**config.mk**
```make
export PLATFORM = sky130hd
export DESIGN_NAME = pipe_mux
export DESIGN_NICKNAME = d
export VERILOG_FILES = /design/src/rtl/pipe_mux.sv
export SDC_FILE = /design/constraint.sdc
export NUM_CORES = 1
export LEC_CHECK = 0
export ABC_CLOCK_PERIOD_IN_PS = 1800
export CORE_ASPECT_RATIO = 1.75
export CORE_MARGIN = 2
export CORE_UTILIZATION = 35
export CTS_CLUSTER_SIZE = 8
export DETAILED_ROUTE_END_ITERATION = 12
export PLACE_DENSITY = 0.82
export SYNTH_ARGS = -nofsm -noshare
export SYNTH_HDL_FRONTEND = slang
export SYNTH_SLANG_ARGS = --single-unit
```
**constraint.sdc**
```tcl
create_clock -name clk -period 1.8 [get_ports clk]
set_clock_uncertainty 0.1 [all_clocks]
set_input_delay 0.36 -clock clk [delete_from_list [all_inputs] [get_ports clk]]
set_output_delay 0.36 -clock clk [all_outputs]
set_load 0.03 [all_outputs]
```
**src/rtl/pipe_mux.sv**
```systemverilog
// pipe_mux: registered N-to-1 channel select with valid/ready handshake on both sides.
// Define PIPE_MUX_SKID_EN for a 2-entry skid buffer with a registered in_ready.
module pipe_mux #(
    parameter int WIDTH  = 32,
    parameter int NUM_IN = 6,
    parameter int SEL_W  = 3
) (
    input  logic                    clk,
    input  logic                    rst,
    input  logic [NUM_IN*WIDTH-1:0] din,
    input  logic [SEL_W-1:0]        sel,
    input  logic                    in_valid,
    output logic                    in_ready,
    output logic [WIDTH-1:0]        dout,
    output logic                    out_valid,
    input  logic                    out_ready,
    output logic                    sel_err,
    input  logic                    err_clr
);

    logic [WIDTH-1:0] cap_data;
    logic             sel_ok;
    logic             in_xfer;
    logic             main_open;

    // Out-of-range selects fall through to channel 0 and leave sel_ok low.
    // NOTE: every always_comb output gets a default first so no path infers a latch.
    always_comb begin
        cap_data = din[WIDTH-1:0];
        sel_ok   = 1'b0;
        for (int k = 0; k < NUM_IN; k++) begin
            if (sel == SEL_W'(k)) begin
                cap_data = din[k*WIDTH +: WIDTH];
                sel_ok   = 1'b1;
            end
        end
    end

    assign in_xfer   = in_valid && in_ready;
    assign main_open = !out_valid || out_ready;

    // Set has priority over clear so a concurrent bad select is never lost.
    // NOTE: sequential state uses non-blocking assignments only.
    always_ff @(posedge clk) begin
        if (rst) begin
            sel_err <= 1'b0;
        end else if (in_xfer && !sel_ok) begin
            sel_err <= 1'b1;
        end else if (err_clr) begin
            sel_err <= 1'b0;
        end
    end

`ifdef PIPE_MUX_SKID_EN
    logic [WIDTH-1:0] skid_data;
    logic             skid_valid;
    logic             skid_valid_nxt;
    logic             rdy_q;

    assign in_ready = rdy_q;

    // in_xfer cannot coincide with a full skid entry because rdy_q tracks its emptiness.
    always_comb begin
        skid_valid_nxt = skid_valid;
        if (main_open) begin
            skid_valid_nxt = 1'b0;
        end else if (in_xfer) begin
            skid_valid_nxt = 1'b1;
        end
    end

    always_ff @(posedge clk) begin
        if (rst) begin
            out_valid  <= 1'b0;
            dout       <= '0;
            skid_valid <= 1'b0;
            rdy_q      <= 1'b0;
        end else begin
            skid_valid <= skid_valid_nxt;
            rdy_q      <= !skid_valid_nxt;
            if (main_open) begin
                if (skid_valid) begin
                    dout      <= skid_data;
                    out_valid <= 1'b1;
                end else begin
                    out_valid <= in_xfer;
                    if (in_xfer) begin
                        dout <= cap_data;
                    end
                end
            end
        end
    end

    // NOTE: the skid payload is not reset; skid_valid alone decides whether it is ever used.
    always_ff @(posedge clk) begin
        if (!main_open && in_xfer) begin
            skid_data <= cap_data;
        end
    end
`else
    // Reset gating keeps upstream from seeing a ready while the stage is being flushed.
    assign in_ready = !rst && main_open;

    always_ff @(posedge clk) begin
        if (rst) begin
            out_valid <= 1'b0;
            dout      <= '0;
        end else if (main_open) begin
            out_valid <= in_xfer;
            if (in_xfer) begin
                dout <= cap_data;
            end
        end
    end
`endif

endmodule

```
==> flow_summary.yaml, run 1 <==
critical_path:
  crit_cells: 1
  crit_buf_inv: 1
  crit_arrival_ps: 1320
  cpPeakStageDelay_ps: 720
  slowest_stage: "clkdlybuf4s50_1"
  worst-r2r-cell-count: 4
  critical_path.endpoint_type: "primary output"
  path_cells: "clkdlybuf4s50_1"
  worstSetupPathType: "reg -> out"
  path_max_fanout: 2
  cpLargestDelayFamily: "buffers and inverters"
  critPathLaunchType: "register"
  crit_required_ps: 1340
logic_synthesis:
  yosysTopAreaCell: "dfxtp_1"
  netlist_top_cells_area: "dfxtp_1, mux4_2, o221ai_2"
  synthesis.nets: 468
  ys_ff_latch: 34
  syn_area_sq_um: 3210
  yosysWarnings: 0
  synth_top_area_share_pct: 21.2
  synthCells: 268
  ys_seq_area_share_pct: 21.2
  ys_types: 22
  avgSynthCellArea_sq_um: 12.0
sta:
  holdWs_ps: 400
  fin_ws_ps: 15.0
  hold_viol: 0
  worst_pin_slew_ps: 397
  drv_slew: 0
  period_minus_slack_ps: 1780
  max_freq_ghz: 0.560
  period_share_pct: 99.2
  max-slew-margin-rel_pct: 73.5
  rsz0062_at_grt: "false"
  setup-violations-final: 0
job:
  cap_violations: 0
pwr:
  cellLeakagePower_nw: 2.19
  power.total_mw: 3.02
  irDropWorstVdd_mv: 0.321
  powerDensity_nw_per_um2: 511
clock_network:
  clock_latency_ps: 270
  cts_hold_buf: 0
  cts_buffer_depth: 2
  cts-buffers-inserted: 5
  clk_pin_slew_worst_paths_ps: 50
  clockRootBuffer: "clkbuf_16"
  cts_max_level: 2
  cts_tree: "yes"
  clock_sinks: 34
die:
  die_w_um: 76.4
  die_area_sq_um: 9990
  ios: 235
  initial_utilization_pct: 35.8
  die_y_um: 131
  placementRows: 46
  coreArea_sq_um: 8980
cells_and_area:
  layout_commonest_cell: "clkdlybuf4s50_1"
  instances_no_fill: 617
  stdcell_area_sq_um: 5920
  nNetsFinal: 696
  syn_to_final_growth_pct: 84.3
  drive_gt1_share_pct: 24.1
  fillCellCount: 720
  n_antenna_cell: 0
  most-common-layout-cells: "clkdlybuf4s50_1, dfxtp_1"
route:
  dr_total_vias: 3286
  drt-vias-per-instance: 5.33
  drt_first_pass_iters: 4
  post_drt_wl_per_cell_um: 18.7
  drt_iter0_markers: 137
  drc: 0
  final_antenna_net_count: 0
  wirelength_um: 11500
placed_design:
  place.gp.congestion: 0.815
  place_area_sq_um: 5760
  hpwlAfterDp_um: 9550
  dp_worst_setup_slack_ps: -31.8
  dp_cells: 609
  port_buffers: 234
global_routing:
  antenna_found_initial: 0
  grt_pass1_vias: 3557
  grt_use_total_pct: 22.4
  overflow: 0
  grt_pass1_wl_um: 17800
  grt_max_degree: 34
worst_hold_path:
  worstHoldPathType: "reg -> reg"
  hold_depth: 2
outcome:
  status: "finished clean"
-- cell type report --
class                   count  area [sq um]  share of cell area [%]
clock buffers               7           143                    2.41
clock inverters             1          5.00                  0.0846
inverters                  32           120                    2.03
flip-flops and latches     34           681                    11.5
repair buffers            252          2600                    44.0
well taps                 120           150                    2.54
multi-input cells         171          2220                    37.5
-- logic make-up after synthesis --
family	share of synthesized area, %
buffers and inverters	10.1
muxes	44.0
AOI/OAI and AO/OA	14.6
and+or+nand+nor	10.2
DFF	21.2
-- what timing repair did --
item | in CTS | in global routing
endpoints found under the setup margin | 0 | 3
buffers inserted | 0 | 0
hold endpoints to repair | 0 | 0
gates resized for setup | 0 | 3
-- registers in the layout (all words and copies together) (netlist names) --
register	count
out_valid	1
dout	32
sel_err	1
-- final timing paths --
path,slack (ps),end,start
max reg2reg,530,sel_err,out_valid
max,20,dout[13],dout[13]
min,400,dout[5],dout[5]
min reg2reg,400,dout[5],dout[5]
-- cells in the mapped netlist --
| cell type | count |
|---|---|
| a21o_1 | 1 |
| a21oi_1 | 1 |
| buf_1 | 2 |
| buf_12 | 3 |
| buf_2 | 15 |
| buf_4 | 3 |
| buf_6 | 1 |
| clkbuf_1 | 7 |
| dfxtp_1 | 34 |
| inv_1 | 32 |
| mux2_2 | 32 |
| mux2i_1 | 32 |
| mux4_1 | 3 |
| mux4_2 | 29 |
| nand2b_1 | 2 |
| nand3_1 | 1 |
| nand4_1 | 1 |
| nand4b_1 | 32 |
| nor2_1 | 3 |
| nor2b_1 | 2 |
| o221ai_1 | 4 |
| o221ai_2 | 28 |
-- power breakdown --
group	internal, mW	switching [mW]
registers	0.819	0.0324
logic	0.809	0.512
clock network	0.548	0.305
total	2.18	0.849
-- through the flow --
stage	util, %	TNS, ps
CTS	65.8	0
global placement	64.2	0
global route	65.9	0
finish	65.9	0
detailed placement	64.2	-62.0
floorplan	-	0
-- per-layer routing --
| metal | wire length [um] | share of wire, % | track usage, % | vias up |
|---|---|---|---|---|
| met5 | 0 | 0 | 0 | - |
| met4 | 327 | 2.8 | 8.66 | 0 |
| met3 | 642 | 5.6 | 5.22 | 23 |
| met2 | 6700 | 58 | 43.7 | 129 |
| met1 | 3860 | 33 | 23.1 | 1602 |
| li1 | - | - | - | 1532 |
(Power assumes the default switching activity.)
==> run 2: changes to the inputs <==
--- a/config.mk
+++ b/config.mk
@@ -12,6 +12,7 @@
 export CTS_CLUSTER_SIZE = 8
 export DETAILED_ROUTE_END_ITERATION = 12
 export PLACE_DENSITY = 0.82
+export RECOVER_POWER = 50
 export SYNTH_ARGS = -nofsm -noshare
 export SYNTH_HDL_FRONTEND = slang
 export SYNTH_SLANG_ARGS = --single-unit
==> flow_summary.yaml, run 2 (synthesis results as in run 1) <==
critical_path:
  cpPeakStageDelay_ps: 720
  critical_path.endpoint_type: "primary output"
  crit_arrival_ps: 1320
  path_cells: "clkdlybuf4s50_1"
  worstSetupPathType: "reg -> out"
  crit_required_ps: 1340
  critPathLaunchType: "register"
  slowest_stage: "clkdlybuf4s50_1"
  cpLargestDelayFamily: "buffers and inverters"
  crit_buf_inv: 1
  path_max_fanout: 2
sta:
  max-slew-margin-rel_pct: 69.3
  fin_ws_ps: 16.7
  period_share_pct: 99.1
  max_freq_ghz: 0.561
  worst_pin_slew_ps: 463
  hold_viol: 0
  setup_tns_ps: 0
  period_minus_slack_ps: 1780
  rsz0062_at_grt: "false"
  drv_slew: 0
  setup-violations-final: 0
cells_and_area:
  instances_no_fill: 617
  n_antenna_cell: 0
  layout_commonest_cell: "clkdlybuf4s50_1"
  drive_gt1_share_pct: 23.1
  fillCellCount: 733
  largest_reg_flops: 32
  top_regs: "dout: 32 flops, out_valid: 1 flops, sel_err: 1 flops"
  most-common-layout-cells: "clkdlybuf4s50_1, dfxtp_1"
  syn_to_final_growth_pct: 82.5
  regMostFlops: "dout"
  nNetsFinal: 696
placed_design:
  hpwlAfterDp_um: 9550
  dp_cells: 609
  port_buffers: 234
  dp_worst_setup_slack_ps: -31.8
  place.gp.congestion: 0.815
die:
  die_w_um: 76.4
  ios: 235
  placementRows: 46
  die_y_um: 131
  coreArea_sq_um: 8980
  die_area_sq_um: 9990
  initial_utilization_pct: 35.8
outcome:
  status: "finished clean"
worst_hold_path:
  worstHoldPathType: "reg -> reg"
clock_network:
  cts_tree: "yes"
  clock_latency_ps: 270
  cts_buffer_depth: 2
  clock_sinks: 34
  cts_resized: 0
  clockRootBuffer: "clkbuf_16"
  clk_pin_slew_worst_paths_ps: 50
  cts_setup_buffers: 0
  cts_max_level: 2
  cts-buffers-inserted: 5
  cts_hold_buf: 0
route:
  post_drt_wl_per_cell_um: 18.8
  dr_total_vias: 3330
  drt_iter0_markers: 151
  drc: 0
  drt-vias-per-instance: 5.40
  drt_first_pass_iters: 5
  final_antenna_net_count: 0
  wirelength_um: 11600
global_routing:
  overflow: 0
  grt_use_total_pct: 22.4
  grt_pass1_vias: 3557
  grt_pass1_wl_um: 17800
  grt_max_degree: 34
  antenna_found_initial: 0
job:
  cap_violations: 0
pwr:
  powerDensity_nw_per_um2: 514
  irDropWorstVdd_mv: 0.321
  power.total_mw: 3.01
  cellLeakagePower_nw: 2.13
-- run 2: worst paths after layout --
path / start / end / slack, ps / depth (start not counted)
worst max-delay path: dout[13] / dout[13] / 20 / 1
worst min-delay path: dout[5] / dout[5] / 400 / 2
worst max register to register: out_valid / dout[25] / 460 / 4
worst min register to register: dout[5] / dout[5] / 400 / 2
-- run 2: routing by layer --
metal  wire (um)  vias up  GRT usage (%)
li1            -     1532              -
met1        3870     1635           23.1
met2        6740      141           43.7
met3         658       22           5.22
met4         322        0           8.66
met5           0        -              0
-- run 2: layout make-up --
cell class	instances	area (sq um)	area share (%)
clock buffer	7	143	2.43
tap	120	150	2.56
timing repair buffer	252	2580	44.0
sequential	34	681	11.6
inverter	32	120	2.05
clock inverter	1	5.00	0.0854
multi-input combinational	171	2190	37.3
-- run 2: worst min-delay path: stages (launching register included) --
cell and delay (ps):
dfxtp_1 310, inv_1 60, o221ai_2 70
-- run 2: metrics by stage --
step           cell area, sq um  util (%)  hold slack [ps]
3_5_place_dp               5760      64.2              396
4_1_cts                    5910      65.8              404
5_1_grt                    5860      65.3              420
6_report                   5860      65.3              397
3_3_place_gp               5760      64.2              385
2_1_floorplan              3210         -              329
-- run 2: report_power, final --
| part | switching (mW) | leakage [nW] | total (mW) | internal, mW |
|---|---|---|---|---|
| logic | 0.506 | 1.77 | 1.31 | 0.800 |
| clock network | 0.306 | 0.0739 | 0.854 | 0.548 |
| registers | 0.0324 | 0.280 | 0.851 | 0.819 |
| total | 0.844 | 2.13 | 3.01 | 2.17 |
